## config.mk

```make
export PLATFORM = sky130hd
export DESIGN_NAME = rx_ram_arbiter
export DESIGN_NICKNAME = d
export VERILOG_FILES = /design/src/rtl/rx_ram_arbiter_pkg.sv /design/src/rtl/rx_byte_fifo.sv /design/src/rtl/rx_ram_arbiter.sv
export SDC_FILE = /design/constraint.sdc
export NUM_CORES = 1
export LEC_CHECK = 0
export CAP_MARGIN = 20
export CORE_UTILIZATION = 43
export DETAILED_ROUTE_END_ITERATION = 6
export GPL_TIMING_DRIVEN = 0
export MAX_ROUTING_LAYER = met4
export PLACE_DENSITY = 0.86
export SLEW_MARGIN = 20
export SYNTH_ARGS = -nofsm -noshare
export SYNTH_HDL_FRONTEND = slang
export SYNTH_SLANG_ARGS = --single-unit
```

## constraint.sdc

```tcl
create_clock -name i_wb_clk -period 5.95 [get_ports i_wb_clk]
set_input_delay 1.4875 -clock i_wb_clk [delete_from_list [all_inputs] [get_ports i_wb_clk]]
set_output_delay 1.4875 -clock i_wb_clk [all_outputs]
set_load 0.005 [all_outputs]
```

## src/rtl/rx_ram_arbiter_pkg.sv

```systemverilog
// Shared types and constants for the UART RX to RAM arbiter.
package rx_ram_arbiter_pkg;

  typedef enum logic [1:0] {
    ST_IDLE = 2'd0,
    ST_CPU  = 2'd1,
    ST_DMA  = 2'd2
  } arb_state_t;

  typedef enum logic {
    LAST_CPU = 1'b0,
    LAST_DMA = 1'b1
  } arb_last_t;

  localparam logic [31:0] DEF_ADR_LL = 32'h00C0_0000;
  localparam logic [31:0] DEF_ADR_UL = 32'h00C1_0000;
  localparam logic [31:0] WORD_BYTES = 32'd4;

  // Next word address inside [lo, hi), wrapping back to lo at the end.
  function automatic logic [31:0] next_word_adr(input logic [31:0] adr,
                                                input logic [31:0] lo,
                                                input logic [31:0] hi);
    logic [31:0] nxt;
    nxt = adr + WORD_BYTES;
    return (nxt == hi) ? lo : nxt;
  endfunction

endpackage

```

## src/rtl/rx_byte_fifo.sv

```systemverilog
// Byte FIFO with first-word fall-through head; a push while full is
// accepted only when a pop frees a slot in the same cycle.
module rx_byte_fifo #(
  parameter int DEPTH = 4
) (
  input  logic                     i_clk,
  input  logic                     i_rst,
  input  logic                     i_push,
  input  logic [7:0]               i_din,
  input  logic                     i_pop,
  output logic [7:0]               o_head,
  output logic                     o_full,
  output logic                     o_empty,
  output logic [$clog2(DEPTH):0]   o_level
);

  localparam int          AW         = $clog2(DEPTH);
  localparam logic [AW:0] FULL_LEVEL = (AW+1)'(DEPTH);

  logic [7:0]    mem [DEPTH];
  logic [AW-1:0] rd_ptr;
  logic [AW-1:0] wr_ptr;
  logic          do_push;
  logic          do_pop;

  assign o_empty = (o_level == '0);
  assign o_full  = (o_level == FULL_LEVEL);
  assign do_pop  = i_pop && !o_empty;
  assign do_push = i_push && (!o_full || do_pop);
  assign o_head  = mem[rd_ptr];

  // Storage needs no reset; only pointers and level define validity.
  always_ff @(posedge i_clk) begin
    if (do_push) mem[wr_ptr] <= i_din;
  end

  // Pointers and occupancy; simultaneous push and pop leave level unchanged.
  always_ff @(posedge i_clk or posedge i_rst) begin
    if (i_rst) begin
      rd_ptr  <= '0;
      wr_ptr  <= '0;
      o_level <= '0;
    end else begin
      if (do_push) wr_ptr <= wr_ptr + AW'(1);
      if (do_pop)  rd_ptr <= rd_ptr + AW'(1);
      case ({do_push, do_pop})
        2'b10:   o_level <= o_level + (AW+1)'(1);
        2'b01:   o_level <= o_level - (AW+1)'(1);
        default: o_level <= o_level;
      endcase
    end
  end

endmodule

```

## src/rtl/rx_ram_arbiter.sv

```systemverilog
// Shares one wishbone RAM port between the CPU and a DMA path that drains
// received UART bytes into a word-per-byte ring buffer.
//
// state | meaning
// IDLE  | no grant; decide next owner (one cycle between every transaction)
// CPU   | CPU owns the RAM port until i_mem_ack
// DMA   | FIFO head written to o_wr_adr until i_mem_ack
module rx_ram_arbiter
  import rx_ram_arbiter_pkg::*;
#(
  parameter logic [31:0] ADR_LL     = DEF_ADR_LL,
  parameter logic [31:0] ADR_UL     = DEF_ADR_UL,
  parameter int          FIFO_DEPTH = 4
) (
  input  logic                          i_wb_clk,
  input  logic                          i_wb_rst,
  input  logic                          i_rx_done,
  input  logic [7:0]                    i_rx_byte,
  input  logic [31:0]                   i_cpu_adr,
  input  logic [31:0]                   i_cpu_dat,
  input  logic [3:0]                    i_cpu_sel,
  input  logic                          i_cpu_we,
  input  logic                          i_cpu_cyc,
  output logic [31:0]                   o_cpu_rdt,
  output logic                          o_cpu_ack,
  output logic [31:0]                   o_mem_adr,
  output logic [31:0]                   o_mem_dat,
  output logic [3:0]                    o_mem_sel,
  output logic                          o_mem_we,
  output logic                          o_mem_cyc,
  input  logic [31:0]                   i_mem_rdt,
  input  logic                          i_mem_ack,
  output logic [31:0]                   o_wr_adr,
  output logic [$clog2(FIFO_DEPTH):0]   o_fifo_level,
  output logic                          o_overflow,
  input  logic                          i_ovf_clr
);

  arb_state_t state;
  arb_last_t  last;
  logic [7:0] fifo_head;
  logic       fifo_full;
  logic       fifo_empty;
  logic       fifo_pop;

  // The FIFO head is consumed only when the RAM acknowledges its write.
  assign fifo_pop = (state == ST_DMA) && i_mem_ack;

  rx_byte_fifo #(
    .DEPTH (FIFO_DEPTH)
  ) u_fifo (
    .i_clk   (i_wb_clk),
    .i_rst   (i_wb_rst),
    .i_push  (i_rx_done),
    .i_din   (i_rx_byte),
    .i_pop   (fifo_pop),
    .o_head  (fifo_head),
    .o_full  (fifo_full),
    .o_empty (fifo_empty),
    .o_level (o_fifo_level)
  );

  // Sticky drop flag; a drop in the same cycle as a clear keeps it set.
  always_ff @(posedge i_wb_clk or posedge i_wb_rst) begin
    if (i_wb_rst)                                  o_overflow <= 1'b0;
    else if (i_rx_done && fifo_full && !fifo_pop)  o_overflow <= 1'b1;
    else if (i_ovf_clr)                            o_overflow <= 1'b0;
  end

  // Grant FSM with round-robin memory and the ring-buffer write pointer.
  always_ff @(posedge i_wb_clk or posedge i_wb_rst) begin
    if (i_wb_rst) begin
      state    <= ST_IDLE;
      last     <= LAST_DMA;
      o_wr_adr <= ADR_LL;
    end else begin
      case (state)
        ST_IDLE: begin
          if (i_cpu_cyc && (fifo_empty || last == LAST_DMA)) state <= ST_CPU;
          else if (!fifo_empty)                              state <= ST_DMA;
        end
        ST_CPU: begin
          if (i_mem_ack) begin
            state <= ST_IDLE;
            last  <= LAST_CPU;
          end
        end
        ST_DMA: begin
          if (i_mem_ack) begin
            state    <= ST_IDLE;
            last     <= LAST_DMA;
            o_wr_adr <= next_word_adr(o_wr_adr, ADR_LL, ADR_UL);
          end
        end
        default: state <= ST_IDLE;
      endcase
    end
  end

  // RAM port mux decoded from the registered state; CPU fields pass through
  // whenever DMA does not own the bus.
  always_comb begin
    o_mem_adr = i_cpu_adr;
    o_mem_dat = i_cpu_dat;
    o_mem_sel = i_cpu_sel;
    o_mem_we  = 1'b0;
    o_mem_cyc = 1'b0;
    case (state)
      ST_CPU: begin
        o_mem_we  = i_cpu_we;
        o_mem_cyc = i_cpu_cyc;
      end
      ST_DMA: begin
        o_mem_adr = o_wr_adr;
        o_mem_dat = {24'b0, fifo_head};
        o_mem_sel = 4'b1111;
        o_mem_we  = 1'b1;
        o_mem_cyc = 1'b1;
      end
      default: ;
    endcase
  end

  assign o_cpu_ack = (state == ST_CPU) && i_mem_ack;
  assign o_cpu_rdt = i_mem_rdt;

endmodule

```

==> reports/results.ini, run 1 <==
[power_and_ir_drop]
p_leak_uw = 0.00291
power_uw = 2140
powerDensity_nw_per_um2 = 295
irDropWorstVdd_mv = 0.251

[critical_path]
r2r-start = o_wr_adr[2]
endpoint_kind = primary output
r2r_cells = 8
worst_ep_arrival_time_ns = 2.78
worstSetupStartpointType = input port
critPathMaxFanout = 3
r2r-end = o_wr_adr[16]
r2r_setup_slack_ns = 2.43
crit_required_ns = 4.46
critPathKind = input port to primary output

[synth]
synthCells = 428
ys.flop_type = dfrtp_1
syn_area_per_cell_um2 = 11.0
ys_seq_area_frac = 0.423
ys_ff_latch = 73
yosys_warnings = 0
synth_area_um2 = 4700
synth_edf_count = 32
synth_cell_types = 63
async_flop_share = 0.562

[placement]
post-dp-hpwl_mm = 11.4
place_congestion = 0.850
io_buffers = 219
place_ws_ns = 1.68

[timing]
tns_ns = 0
drv_slew = 0
period_share = 0.718
layout_setup_ws_ns = 1.68
timing.fmax_mhz = 234
finalHoldViolCount = 0
maxSlewHeadroom = 0.449
rsz0062_at_grt = false
setup-violations-final = 0
worstMarginPinSlew_ns = 0.820
fin_worst_skew_ns = 0.00725
min_period_ns = 4.27

[layout]
layout_common_cells = clkdlybuf4s50_1 (219), mux2_2 (39), dfrtp_1 (38)
drive_above_1_share = 0.194
n_fill_cell = 779
final_common_cell = clkdlybuf4s50_1
syn2layout_area_growth_pct = 54.4
fin_nets = 785
antenna_cells = 0

[global_routing]
first_global_vias = 4184
grt_max_degree = 23
grt_pass1_wl_mm = 22.1
globalRouteOverflowTotal = 0
antenna_found_initial = 0
globalRouteTotalUtil = 0.261

[cts]
htree_levels = 3
cts.hold.buffers_added = 0
clock_latency_ns = 0.35
clockBufferDepth = 2
cts_tree = yes
clock-sinks = 73
cts_root_buf = clkbuf_8
postCtsSetupBuffers = 0
cts_resized = 0
clk_pin_slew_ns = 0.08
cts_made_buffers = 9

[routing]
ant_nets = 0
post_drt_wl_per_cell_um = 18.0
firstDrtPassIters = 4
totalWireLength_mm = 14.4
vias = 4163
drcViolationCount = 0
drt_iter0_drc = 212
via_per_inst = 5.20

[floorplanning]
initial_core_util = 0.449
fp.dieArea_um2 = 11400
core_um2 = 10500
die-width_um = 107
io_pins = 254
row_count = 37
die_h_um = 107

[worst_hold_path]
hold_depth = 2
worst_hold_path.endpoint = last
holdCritPathClass = register to register
hold_start = last

[job]
max_cap_viol_count = 0

[run_status]
status = finished clean

[synthesized netlist by cell type, drive strengths merged (3+ instances only)]
master	count	area, um^2
nor4	3	40.0
o21ai	5	25.0
and2	8	53.8
xor2	17	149
and3	8	51.3
nor2	26	97.6
or2	4	25.0
buf	40	299
nand3	13	77.6
nor3	5	30.0
clkbuf	16	85.1
inv	16	60.1
mux4	8	180
mux2	41	469
dfrtp	38	951
xnor2	24	210
o22ai	3	18.8
ha	9	113
dfstp	3	78.8
nand2	27	101
edfxtp	32	961
nand4	12	90.1
nor2b	30	188
a21oi	6	30.0
[power by group]
group          leakage (uW)  switching (uW)  internal, uW  total [uW]
Clock             0.0000770             186           150         336
Sequential         0.000832            60.6           628         688
Combinational       0.00200             467           652        1120
Total               0.00291             714          1430        2140
[worst max-delay path: stages]
cell and delay, ns:
clkdlybuf4s50_1 0.54, a21oi_1 0.08, nor2b_1 0.14, clkdlybuf4s50_1 0.53
[layout make-up]
class                           count  area (um^2)  area share
Clock inverter                      5         32.5     0.00448
Tap cell                          136          170      0.0234
Inverter                           16         60.1     0.00827
Timing Repair Buffer              220         2220       0.306
Sequential cell                    73         1990       0.274
Multi-Input combinational cell    283         2240       0.308
Clock buffer                       11          131      0.0181
Buffer                             57          417      0.0574
[kinds of logic (layout without fill, tap and decap cells)]
family,count (synthesis),in the layout,synth area share
AO/OA/AOI/OAI,33,33,0.0503
XOR/XNOR,41,41,0.0764
adder cells (fa/ha/maj),10,10,0.0282
buffers and inverters,73,309,0.101
flip-flops,73,73,0.423
multiplexers,51,51,0.142
other,1,2,0.000798
AND/OR/NAND/NOR,146,146,0.177
[state kept, by name, summed over array words and instances, names as in the netlist]
name            cells
u_fifo.mem         32
u_fifo.rd_ptr       2
last                1
u_fifo.o_level      3
u_fifo.wr_ptr       2
o_wr_adr           30
state               2
o_overflow          1
[layer usage]
metal  GRT usage  part of all wire  wire, um
met4      0.0871             0.019       270
met5           -                 0         0
met1       0.312              0.39      5690
met2       0.457              0.52      7540
met3      0.0334             0.064       920
[how the worst max path moves through the flow]
stage,to,cells past startpoint,slack (ns),startpoint
2_1_floorplan,o_mem_sel[0],1,2.71,i_cpu_sel[0]
3_3_place_gp,o_cpu_ack,3,1.68,i_mem_ack
3_5_place_dp,o_mem_cyc,4,1.68,i_cpu_cyc
4_1_cts,o_mem_adr[10],6,1.59,state[0]
5_1_grt,o_mem_adr[3],6,1.50,state[0]
6_report,o_mem_cyc,4,1.68,i_cpu_cyc
[stage by stage]
step / cell area [um^2] / utilization / std cells / hold WS (ns)
2_1_floorplan: 4710 / - / 429 / 0.481
3_3_place_gp: 7070 / 0.676 / 784 / 0.499
3_5_place_dp: 7100 / 0.678 / 785 / 0.517
4_1_cts: 7260 / 0.694 / 801 / 0.532
5_1_grt: 7260 / 0.694 / 801 / 0.558
6_report: 7260 / 0.694 / 801 / 0.529
No activity file was read; power rests on OpenSTA's default activity.
==> run 2, diff against run 1 <==
--- a/config.mk
+++ b/config.mk
@@ -6,11 +6,11 @@
 export NUM_CORES = 1
 export LEC_CHECK = 0
 export CAP_MARGIN = 20
-export CORE_UTILIZATION = 43
+export CORE_UTILIZATION = 36
 export DETAILED_ROUTE_END_ITERATION = 6
 export GPL_TIMING_DRIVEN = 0
 export MAX_ROUTING_LAYER = met4
-export PLACE_DENSITY = 0.86
+export PLACE_DENSITY = 0.77
 export SLEW_MARGIN = 20
 export SYNTH_ARGS = -nofsm -noshare
 export SYNTH_HDL_FRONTEND = slang
==> constraint.sdc (replaced) <==
create_clock -name i_wb_clk -period 3.5 [get_ports i_wb_clk]
set_input_delay 0.875 -clock i_wb_clk [delete_from_list [all_inputs] [get_ports i_wb_clk]]
set_output_delay 0.875 -clock i_wb_clk [all_outputs]
set_load 0.005 [all_outputs]
==> reports/results.ini, run 2 (synthesis gave the netlist of run 1 again) <==
[floorplanning]
row_count = 41  ; +11%
io_pins = 254  ; unchanged
core_um2 = 12700  ; +21%
initial_core_util = 0.371  ; -0.0783
die-width_um = 116  ; +9.1%
die_h_um = 116  ; +9.1%
fp.dieArea_um2 = 13500  ; +19%

[critical_path]
endpoint_kind = primary output
critPathMaxFanout = 10  ; +7
worstSetupStartpointType = register
r2r-start = o_wr_adr[2]
worst_ep_arrival_time_ns = 2.36  ; -0.42 ns
critPathKind = register to primary output
crit_required_ns = 2.62  ; -1.84 ns
crit_start = u_fifo.rd_ptr[0]

[cts]
postCtsSetupBuffers = 0  ; unchanged
cts_made_buffers = 9  ; unchanged
cts_tree = yes
cts_root_buf = clkbuf_16
clock-sinks = 73  ; unchanged
clk_pin_slew_ns = 0.06  ; -0.02 ns
cts.hold.buffers_added = 0  ; unchanged
htree_levels = 3  ; unchanged
clockBufferDepth = 2  ; unchanged
clock_latency_ns = 0.33  ; -0.02 ns

[routing]
drt_iter0_drc = 190  ; -10%
firstDrtPassIters = 5  ; +1
vias = 4103  ; -1.4%
totalWireLength_mm = 13.6  ; -5.4%
via_per_inst = 4.91  ; -5.5%
post_drt_wl_per_cell_um = 16.3  ; -9.2%
drcViolationCount = 0  ; unchanged
ant_nets = 0  ; unchanged

[timing]
timing.fmax_mhz = 309
setup-violations-final = 0  ; unchanged
finalHoldViolCount = 0  ; unchanged
tns_ns = 0  ; unchanged
min_period_ns = 3.23
maxSlewHeadroom = 0.486  ; +0.0362
worstMarginPinSlew_ns = 0.770  ; -0.0500 ns
fin_worst_skew_ns = 0.00708  ; -0.000174 ns
period_share = 0.924
drv_slew = 0  ; unchanged
rsz0062_at_grt = false

[placement]
place_congestion = 0.879  ; +3.4%
post-dp-hpwl_mm = 10.8  ; -4.9%
io_buffers = 219  ; unchanged
placed_cell_area_um2 = 7140  ; +0.63%

[layout]
final_core_util = 0.587  ; -0.107
largest_reg_flops = 32  ; unchanged
multiInputGateArea_um2 = 2250  ; +0.39%
drive_above_1_share = 0.208  ; +0.0142
syn2layout_area_growth_pct = 58.1
fin_nets = 783  ; -0.25%
top_register = u_fifo.mem
final_common_cell = clkdlybuf4s50_1
top_regs = u_fifo.mem (32), o_wr_adr (30), u_fifo.o_level (3)
register_area_um2 = 1990  ; unchanged
antenna_cells = 0  ; unchanged
layout_common_cells = clkdlybuf4s50_1 (219), mux2_2 (39), dfrtp_1 (38)
n_fill_cell = 1061  ; +36%
stdcell_area_um2 = 7430  ; +2.4%

[global_routing]
globalRouteOverflowTotal = 0  ; unchanged
grt_max_degree = 23  ; unchanged
antenna_found_initial = 0  ; unchanged
first_global_vias = 3933  ; -6.0%
globalRouteTotalUtil = 0.205  ; -0.0565
grt_pass1_wl_mm = 20.3  ; -8.3%

[power_and_ir_drop]
p_leak_uw = 0.00298  ; +2.3%
irDropWorstVdd_mv = 0.339  ; +35%
powerDensity_nw_per_um2 = 526  ; +78%
power_uw = 3910  ; +83%

[worst_hold_path]
hold_start = u_fifo.o_level[0]
holdCritPathClass = register to register

[job]
max_cap_viol_count = 0  ; unchanged

[run_status]
status = finished clean

## run 2: changes by cell type in the layout (fill, tap and decap cells not counted), sizes merged
cell    change
clkbuf      -4
clkinv      -1
inv         +3
## run 2: routing by layer
layer | vias to the layer above | GRT usage | share of wire
met5 | - | - | 0
li1 | 1934 | - | -
met1 | 1941 | 0.246 | 0.41
met2 | 205 | 0.340 | 0.49
met4 | 0 | 0.0863 | 0.024
met3 | 23 | 0.0337 | 0.074
## run 2: final cells by class
type	instances	share of cell area
repair buffers	220	0.299
well taps	172	0.0290
inverters	16	0.00808
clock buffers	9	0.0303
flip-flops and latches	73	0.268
clock inverters	7	0.00825
plain buffers	55	0.0557
multi-input cells	283	0.302
## run 2: worst paths after layout
kind	endpoint	slack, ns	cells after the start
worst max-delay path	o_mem_dat[2]	0.27	3
min in group asynchronous	state[1]	0.89	2
worst max register to register	o_wr_adr[16]	0.28	8
worst min register to register	u_fifo.o_level[0]	0.54	1
max in group asynchronous	u_fifo.wr_ptr[0]	2.13	3
worst min-delay path	u_fifo.o_level[0]	0.54	1
## run 2: power by group
part           internal [uW]  leakage (uW)  switching (uW)
logic                   1110       0.00201             734
clock network            492      0.000135             381
registers               1070      0.000832             125
total                   2670       0.00298            1240
## run 2: through the flow
step                setup WS, ns  hold WS, ns  std cells
floorplan                  0.855        0.481        429
global route              0.0834        0.556        835
finish                     0.266        0.536        835
global placement         -0.0410        0.499        820
detailed placement       -0.0951        0.517        821
CTS                       0.0768        0.531        835
## run 2: critical path: stages (launching register included)
cell             delay, ns
dfrtp_1               0.70
mux4_2                0.58
mux2_2                0.28
clkdlybuf4s50_1       0.46
## run 2: timing repair
item,CTS,global route
endpoints found under the setup margin,43,4
gates cloned,0,0
resized for setup,5,2
